File: config.mk
export PLATFORM = sky130hd
export DESIGN_NAME = sample_ram_arbiter_flat
export DESIGN_NICKNAME = d
export VERILOG_FILES = /design/src/rtl/sample_ram_arbiter_if.sv /design/src/rtl/sample_ram_arbiter.sv /design/src/flat_wrapper.sv
export SDC_FILE = /design/constraint.sdc
export NUM_CORES = 1
export LEC_CHECK = 0
export CAP_MARGIN = 20
export CORE_MARGIN = 4
export CORE_UTILIZATION = 44
export DETAILED_ROUTE_END_ITERATION = 7
export GPL_TIMING_DRIVEN = 0
export PLACE_DENSITY = 0.81
export SETUP_SLACK_MARGIN = 0.4
export SYNTH_ARGS = -nofsm -noshare
export SYNTH_HDL_FRONTEND = slang
export SYNTH_SLANG_ARGS = --single-unit
File: constraint.sdc
create_clock -name clk -period 4.52 [get_ports clk]
set_input_delay 0.678 -clock clk [delete_from_list [all_inputs] [get_ports clk]]
set_output_delay 0.678 -clock clk [all_outputs]
set_load 0.005 [all_outputs]
File: src/rtl/sample_ram_arbiter_if.sv
// Sample RAM arbiter bus: voice read requests, host write stream, RAM ports.
interface sample_ram_arbiter_if #(
    parameter int ADDR_WIDTH = 19,
    parameter int DATA_WIDTH = 16,
    parameter int N_REQ      = 4,
    parameter int ID_WIDTH   = 2
);
    logic [N_REQ-1:0]            rd_req;
    logic [N_REQ*ADDR_WIDTH-1:0] rd_addr;
    logic [N_REQ-1:0]            rd_gnt;
    logic                        rd_valid;
    logic [ID_WIDTH-1:0]         rd_id;
    logic [DATA_WIDTH-1:0]       rd_data;
    logic                        wr_valid;
    logic                        wr_ready;
    logic [ADDR_WIDTH-1:0]       wr_addr;
    logic [DATA_WIDTH-1:0]       wr_data;
    logic [ADDR_WIDTH-1:0]       ram_addr_a;
    logic [DATA_WIDTH-1:0]       ram_din_a;
    logic                        ram_we_a;
    logic [ADDR_WIDTH-1:0]       ram_addr_b;
    logic [DATA_WIDTH-1:0]       ram_dout_b;

    // Arbiter side
    modport slave (
        input  rd_req, rd_addr, wr_valid, wr_addr, wr_data, ram_dout_b,
        output rd_gnt, rd_valid, rd_id, rd_data, wr_ready,
               ram_addr_a, ram_din_a, ram_we_a, ram_addr_b
    );

    // Requester / host / RAM side
    modport master (
        output rd_req, rd_addr, wr_valid, wr_addr, wr_data, ram_dout_b,
        input  rd_gnt, rd_valid, rd_id, rd_data, wr_ready,
               ram_addr_a, ram_din_a, ram_we_a, ram_addr_b
    );
endinterface

File: src/rtl/sample_ram_arbiter.sv
// APU sample RAM controller: round-robin read arbitration over N_REQ voice
// fetch units, registered write port, and a read stall on same-cycle
// write/read address collisions so a granted read always sees newest data.
module sample_ram_arbiter #(
    parameter int ADDR_WIDTH = 19,
    parameter int DATA_WIDTH = 16,
    parameter int N_REQ      = 4,
    parameter int ID_WIDTH   = (N_REQ > 2) ? $clog2(N_REQ) : 1
) (
    input  logic                clk,
    input  logic                rst,
    sample_ram_arbiter_if.slave bus
);
    // Grant -> RAM address stage -> RAM data stage -> rd_valid
    localparam int STAGES = 2;

    logic [ID_WIDTH-1:0]               ptr_q, ptr_d;
    logic                              ready_q, ready_d;
    logic [STAGES:0]                   vld_pipe_q, vld_pipe_d;
    logic [STAGES:0][ID_WIDTH-1:0]     id_pipe_q, id_pipe_d;
    logic [DATA_WIDTH-1:0]             rd_data_q, rd_data_d;
    logic [ADDR_WIDTH-1:0]             ram_addr_a_q, ram_addr_a_d;
    logic [DATA_WIDTH-1:0]             ram_din_a_q, ram_din_a_d;
    logic                              ram_we_a_q, ram_we_a_d;
    logic [ADDR_WIDTH-1:0]             ram_addr_b_q, ram_addr_b_d;

    logic                  win_found;
    logic [ID_WIDTH-1:0]   win_idx;
    logic [ADDR_WIDTH-1:0] win_addr;
    logic                  wr_rdy;
    logic                  wr_acc;
    logic                  stall;
    logic                  gnt_any;

    // Round-robin search: first requester strictly after the pointer
    always_comb begin
        int idx;
        win_found = 1'b0;
        win_idx   = '0;
        idx       = 0;
        for (int k = 1; k <= N_REQ; k++) begin
            idx = int'(ptr_q) + k;
            if (idx >= N_REQ) idx = idx - N_REQ;
            if (!win_found && bus.rd_req[idx]) begin
                win_found = 1'b1;
                win_idx   = ID_WIDTH'(idx);
            end
        end
    end

    // Collision detect and grant; a stalled winner retries next cycle
    // while writes are blocked, so it cannot be starved.
    always_comb begin
        win_addr   = bus.rd_addr[int'(win_idx)*ADDR_WIDTH +: ADDR_WIDTH];
        wr_rdy     = ready_q & ~rst;
        wr_acc     = bus.wr_valid & wr_rdy;
        stall      = wr_acc & win_found & (bus.wr_addr == win_addr);
        gnt_any    = win_found & ~stall & ~rst;
        bus.rd_gnt = gnt_any ? ({{(N_REQ-1){1'b0}}, 1'b1} << win_idx) : '0;
    end

    // Next-state for pointer, ready flag, write regs and read pipeline
    always_comb begin
        ptr_d        = gnt_any ? win_idx : ptr_q;
        ready_d      = ~stall;
        ram_we_a_d   = wr_acc;
        ram_addr_a_d = wr_acc ? bus.wr_addr : ram_addr_a_q;
        ram_din_a_d  = wr_acc ? bus.wr_data : ram_din_a_q;
        ram_addr_b_d = gnt_any ? win_addr : ram_addr_b_q;
        vld_pipe_d   = {vld_pipe_q[STAGES-1:0], gnt_any};
        id_pipe_d    = {id_pipe_q[STAGES-1:0], win_idx};
        rd_data_d    = vld_pipe_q[STAGES-1] ? bus.ram_dout_b : rd_data_q;
    end

    // State registers; reset drops in-flight reads and restarts at requester 0
    always_ff @(posedge clk) begin
        if (rst) begin
            ptr_q        <= ID_WIDTH'(N_REQ - 1);
            ready_q      <= 1'b1;
            vld_pipe_q   <= '0;
            id_pipe_q    <= '0;
            rd_data_q    <= '0;
            ram_addr_a_q <= '0;
            ram_din_a_q  <= '0;
            ram_we_a_q   <= 1'b0;
            ram_addr_b_q <= '0;
        end else begin
            ptr_q        <= ptr_d;
            ready_q      <= ready_d;
            vld_pipe_q   <= vld_pipe_d;
            id_pipe_q    <= id_pipe_d;
            rd_data_q    <= rd_data_d;
            ram_addr_a_q <= ram_addr_a_d;
            ram_din_a_q  <= ram_din_a_d;
            ram_we_a_q   <= ram_we_a_d;
            ram_addr_b_q <= ram_addr_b_d;
        end
    end

    assign bus.wr_ready   = wr_rdy;
    assign bus.rd_valid   = vld_pipe_q[STAGES];
    assign bus.rd_id      = id_pipe_q[STAGES];
    assign bus.rd_data    = rd_data_q;
    assign bus.ram_addr_a = ram_addr_a_q;
    assign bus.ram_din_a  = ram_din_a_q;
    assign bus.ram_we_a   = ram_we_a_q;
    assign bus.ram_addr_b = ram_addr_b_q;
endmodule

File: src/flat_wrapper.sv
// flat-port wrapper written by rule: the top's interface ports become plain ports
module sample_ram_arbiter_flat 
#(
    parameter int ADDR_WIDTH = 19,
    parameter int DATA_WIDTH = 16,
    parameter int N_REQ      = 4,
    parameter int ID_WIDTH   = (N_REQ > 2) ? $clog2(N_REQ) : 1
)
  (clk, rst, bus_rd_req, bus_rd_addr, bus_wr_valid, bus_wr_addr, bus_wr_data, bus_ram_dout_b, bus_rd_gnt, bus_rd_valid, bus_rd_id, bus_rd_data, bus_wr_ready, bus_ram_addr_a, bus_ram_din_a, bus_ram_we_a, bus_ram_addr_b);
  sample_ram_arbiter_if #(.ADDR_WIDTH(ADDR_WIDTH), .DATA_WIDTH(DATA_WIDTH), .N_REQ(N_REQ), .ID_WIDTH(ID_WIDTH)) bus_i ();
  input  logic clk;
  input  logic rst;
  input wire logic [$bits(bus_i.rd_req)-1:0] bus_rd_req;
  input wire logic [$bits(bus_i.rd_addr)-1:0] bus_rd_addr;
  input wire logic [$bits(bus_i.wr_valid)-1:0] bus_wr_valid;
  input wire logic [$bits(bus_i.wr_addr)-1:0] bus_wr_addr;
  input wire logic [$bits(bus_i.wr_data)-1:0] bus_wr_data;
  input wire logic [$bits(bus_i.ram_dout_b)-1:0] bus_ram_dout_b;
  output wire logic [$bits(bus_i.rd_gnt)-1:0] bus_rd_gnt;
  output wire logic [$bits(bus_i.rd_valid)-1:0] bus_rd_valid;
  output wire logic [$bits(bus_i.rd_id)-1:0] bus_rd_id;
  output wire logic [$bits(bus_i.rd_data)-1:0] bus_rd_data;
  output wire logic [$bits(bus_i.wr_ready)-1:0] bus_wr_ready;
  output wire logic [$bits(bus_i.ram_addr_a)-1:0] bus_ram_addr_a;
  output wire logic [$bits(bus_i.ram_din_a)-1:0] bus_ram_din_a;
  output wire logic [$bits(bus_i.ram_we_a)-1:0] bus_ram_we_a;
  output wire logic [$bits(bus_i.ram_addr_b)-1:0] bus_ram_addr_b;
  assign bus_i.rd_req = bus_rd_req;
  assign bus_i.rd_addr = bus_rd_addr;
  assign bus_i.wr_valid = bus_wr_valid;
  assign bus_i.wr_addr = bus_wr_addr;
  assign bus_i.wr_data = bus_wr_data;
  assign bus_i.ram_dout_b = bus_ram_dout_b;
  assign bus_rd_gnt = bus_i.rd_gnt;
  assign bus_rd_valid = bus_i.rd_valid;
  assign bus_rd_id = bus_i.rd_id;
  assign bus_rd_data = bus_i.rd_data;
  assign bus_wr_ready = bus_i.wr_ready;
  assign bus_ram_addr_a = bus_i.ram_addr_a;
  assign bus_ram_din_a = bus_i.ram_din_a;
  assign bus_ram_we_a = bus_i.ram_we_a;
  assign bus_ram_addr_b = bus_i.ram_addr_b;
  sample_ram_arbiter #(.ADDR_WIDTH(ADDR_WIDTH), .DATA_WIDTH(DATA_WIDTH), .N_REQ(N_REQ), .ID_WIDTH(ID_WIDTH)) u_core (.clk(clk), .rst(rst), .bus(bus_i));
endmodule
==> results.cfg <==
[run_status]
status = complete, no violations

[setup_path]
critPathLaunchType = primary input
r2r_setup_slack_ns = 1.01
crit_type = primary input to output port
worst_setup_path_end_kind = output port
r2r_end = u_core.bus.ram_addr_b[11]
cp.arrival_ns = 3.67
crit_required_ns = 3.84
reg2reg_from = u_core.ptr_q[0]
critPathMaxFanout = 10
r2r_cells = 14

[die]
fp.coreArea_mm2 = 0.0120
die_area_mm2 = 0.0140
die_h_um = 118
die_w_um = 118
start_util = 0.448
pin_count = 213
rows = 40

[synth]
synthXorXnorAreaFrac = 0.00654
ys_seq_area_frac = 0.310
syn_avg_cell_area_um2 = 7.74
muxShareOfSynthArea = 0.0376
syn_nets = 826
syn_inst = 692
synth_top_area_cell = dfxtp_1
synth_top_area_frac = 0.310
synth_warnings = 0
synthAdderAreaFrac = 0
synth-seq-cells = 83
postSynth.asyncResetShare = 0
synthTopCellsByCount = 145 x nand2_1, 83 x dfxtp_1, 46 x o21ai_0
synth-compound-area-share = 0.295
synth-simple-area-share = 0.292
yosysMostFrequentCell = nand2_1
synthTopCellsByArea = dfxtp_1 31%, nand2_1 10%, o21ai_0 4.3%, a211oi_1 3.8%, mux2i_1 3.5%
syn_area_mm2 = 0.00536
synth_cell_types = 71
ys.flop_type = dfxtp_1
synth_edf_count = 0
synth_top_family_by_area = compound AO/OA/AOI/OAI gates

[sta]
finalCritPeriodShare = 0.962
tightest_slew_ns = 0.724
hold_viol = 0
slew_violations = 0
layout_min_cycle_time_ns = 4.35
slew_headroom = 0.517
fin_tns_setup_ns = 0
rsz0062_at_grt = true
setup_violations = 0
max_freq_mhz = 230
skew_ns = 0.00884

[grt]
grt_use_total = 0.305
grt_max_degree = 17
overflow = 0
grt_pass1_vias = 6361
antenna_found_initial = 0
grt_pass1_wl_mm = 34.3

[clock_tree]
cts.clk_slew.worst_paths_ns = 0.06
cts.sinks = 83
cts.path.max_buffers = 2
cts_buffers = 9
clock_latency_ns = 0.35
root_buffer = clkbuf_16
htreeDepth = 3
postCtsHoldBufs = 0
cts_tree = built

[route]
drt_iter0_markers = 867
drc = 0
vias = 6755
antenna_left = 0
routed_wl_mm = 23.0
avgViaCountPerCell = 6.18
routedWlPerCell_um = 21.0
dr.pass1.iters = 5

[min_path]
holdPathEnd = u_core.bus.rd_id[1]
whs_path_depth = 1
hold_path_startpoint = u_core.id_pipe_d[5]
holdCritPathClass = register to register

[layout]
fillers = 914
utilization = 0.721
num_antenna_cells = 0
seq_area_mm2 = 0.00167
layout.nets = 1075
area_growth_pct = 61.0
multi_input_area_mm2 = 0.00370
drive_gt1_frac = 0.171

[placed_design]
portBuffers = 212
gp_congestion = 0.992
hpwl_mm = 16.2

[run]
maxCapViolCount = 0

[power]
p_leak_nw = 3.24
irDropWorstVdd_v = 0.000182
pwr_density_cell_mw_per_mm2 = 376
[area by class of cell]
class,instances,share of cell area
Clock inverter,7,0.00972
Buffer,58,0.0451
Sequential cell,83,0.194
Inverter,12,0.00522
Tap cell,147,0.0213
Clock buffer,9,0.0261
Multi-Input combinational cell,539,0.429
Timing Repair Buffer,238,0.270
[worst max path at each step]
stage / startpoint / to / slack (ns) / cells past startpoint
after floorplan: bus_rd_req[3] / bus_rd_gnt[2] / 0.66 / 10
after global placement: bus_rd_req[3] / bus_rd_gnt[0] / -0.99 / 13
after detailed placement: bus_rd_req[3] / bus_rd_gnt[0] / -0.99 / 13
after CTS: bus_rd_req[1] / bus_rd_gnt[1] / 0.27 / 13
after global routing: bus_rd_req[1] / bus_rd_gnt[1] / 0.13 / 14
final: bus_rd_req[1] / bus_rd_gnt[1] / 0.17 / 14
[state kept, by name (all words and copies together) (netlist names)]
| signal | cells |
|---|---|
| u_core.bus.ram_addr_b | 19 |
| u_core.vld_pipe_q | 3 |
| u_core.bus.ram_addr_a | 19 |
| u_core.ptr_q | 2 |
| u_core.bus.rd_id | 2 |
| u_core.bus.ram_we_a | 1 |
| u_core.bus.ram_din_a | 16 |
| u_core.ready_q | 1 |
| u_core.bus.rd_data | 16 |
| u_core.id_pipe_d | 4 |
[stage by stage]
stage	std cells	setup WS [ns]	hold WS, ns	instance area, µm²	total power, W
after floorplan	692	0.659	0.414	5360	0.00164
after global placement	1051	-0.991	0.416	7660	0.00221
after detailed placement	1051	-0.993	0.424	7660	0.00222
after CTS	1083	0.267	0.439	8410	0.00312
after global routing	1093	0.131	0.454	8620	0.00338
final	1093	0.173	0.437	8620	0.00324
[where the power goes]
part / internal, W / total, W / switching, W
logic: 0.000752 / 0.00155 / 0.000801
clock network: 0.000438 / 0.000769 / 0.000331
registers: 0.000847 / 0.000922 / 0.0000757
total: 0.00204 / 0.00324 / 0.00121
[logic make-up after synthesis]
logic type             count (synthesis)
AO/OA/AOI/OAI                        203
XOR/XNOR                               4
buffers and inverters                 70
flip-flops                            83
multiplexers                          20
AND/OR/NAND/NOR                      312
[what timing repair did]
action / in CTS / in global routing
setup endpoints to repair: 26 / 4
pin swaps: 17 / 13
gates resized for setup: 116 / 35
buffers inserted: 16 / 10
[critical path, cell delays in order]
cell and delay, ns:
buf_8 0.11, or2_4 0.27, nand2_2 0.13, buf_8 0.15, buf_6 0.15, nand4_1 0.23
a21oi_2 0.23, nor4b_2 0.07, or4_4 0.52, or4_4 0.58, o21ai_4 0.20, buf_6 0.13
nor3_2 0.04, buf_2 0.16
[per-layer routing]
metal  routed length, µm  global-route usage  up-vias  part of all wire
li1                    -                   -     3072                 -
met1                8850               0.389     3100              0.38
met2               10800               0.507      480              0.47
met3                2340              0.0560      103              0.10
met4                1040               0.125        0             0.045
met5                   0                   0        -                 0
[cell usage in the layout (no fill, tap or decap), drive strengths merged, types with 5 or more instances in the layout]
cell type      instances
nor4b                  5
nand4b                 6
o311ai                18
buf                   61
o31a                  11
mux2i                 19
a211oi                28
clkbuf                40
and4                  12
nand3                 12
o211ai                12
clkdlybuf4s50        204
nor2b                 13
nor2                  41
or4                    5
o21ai                 49
nand4                 11
nor3                  10
nor4                   9
o31ai                 10
nand2                145
a21oi                 17
and2                  10
or2                   22
dfxtp                 83
a2bb2oi               18
inv                   15
a311oi                10
No activity file was read; power rests on OpenSTA's default activity.
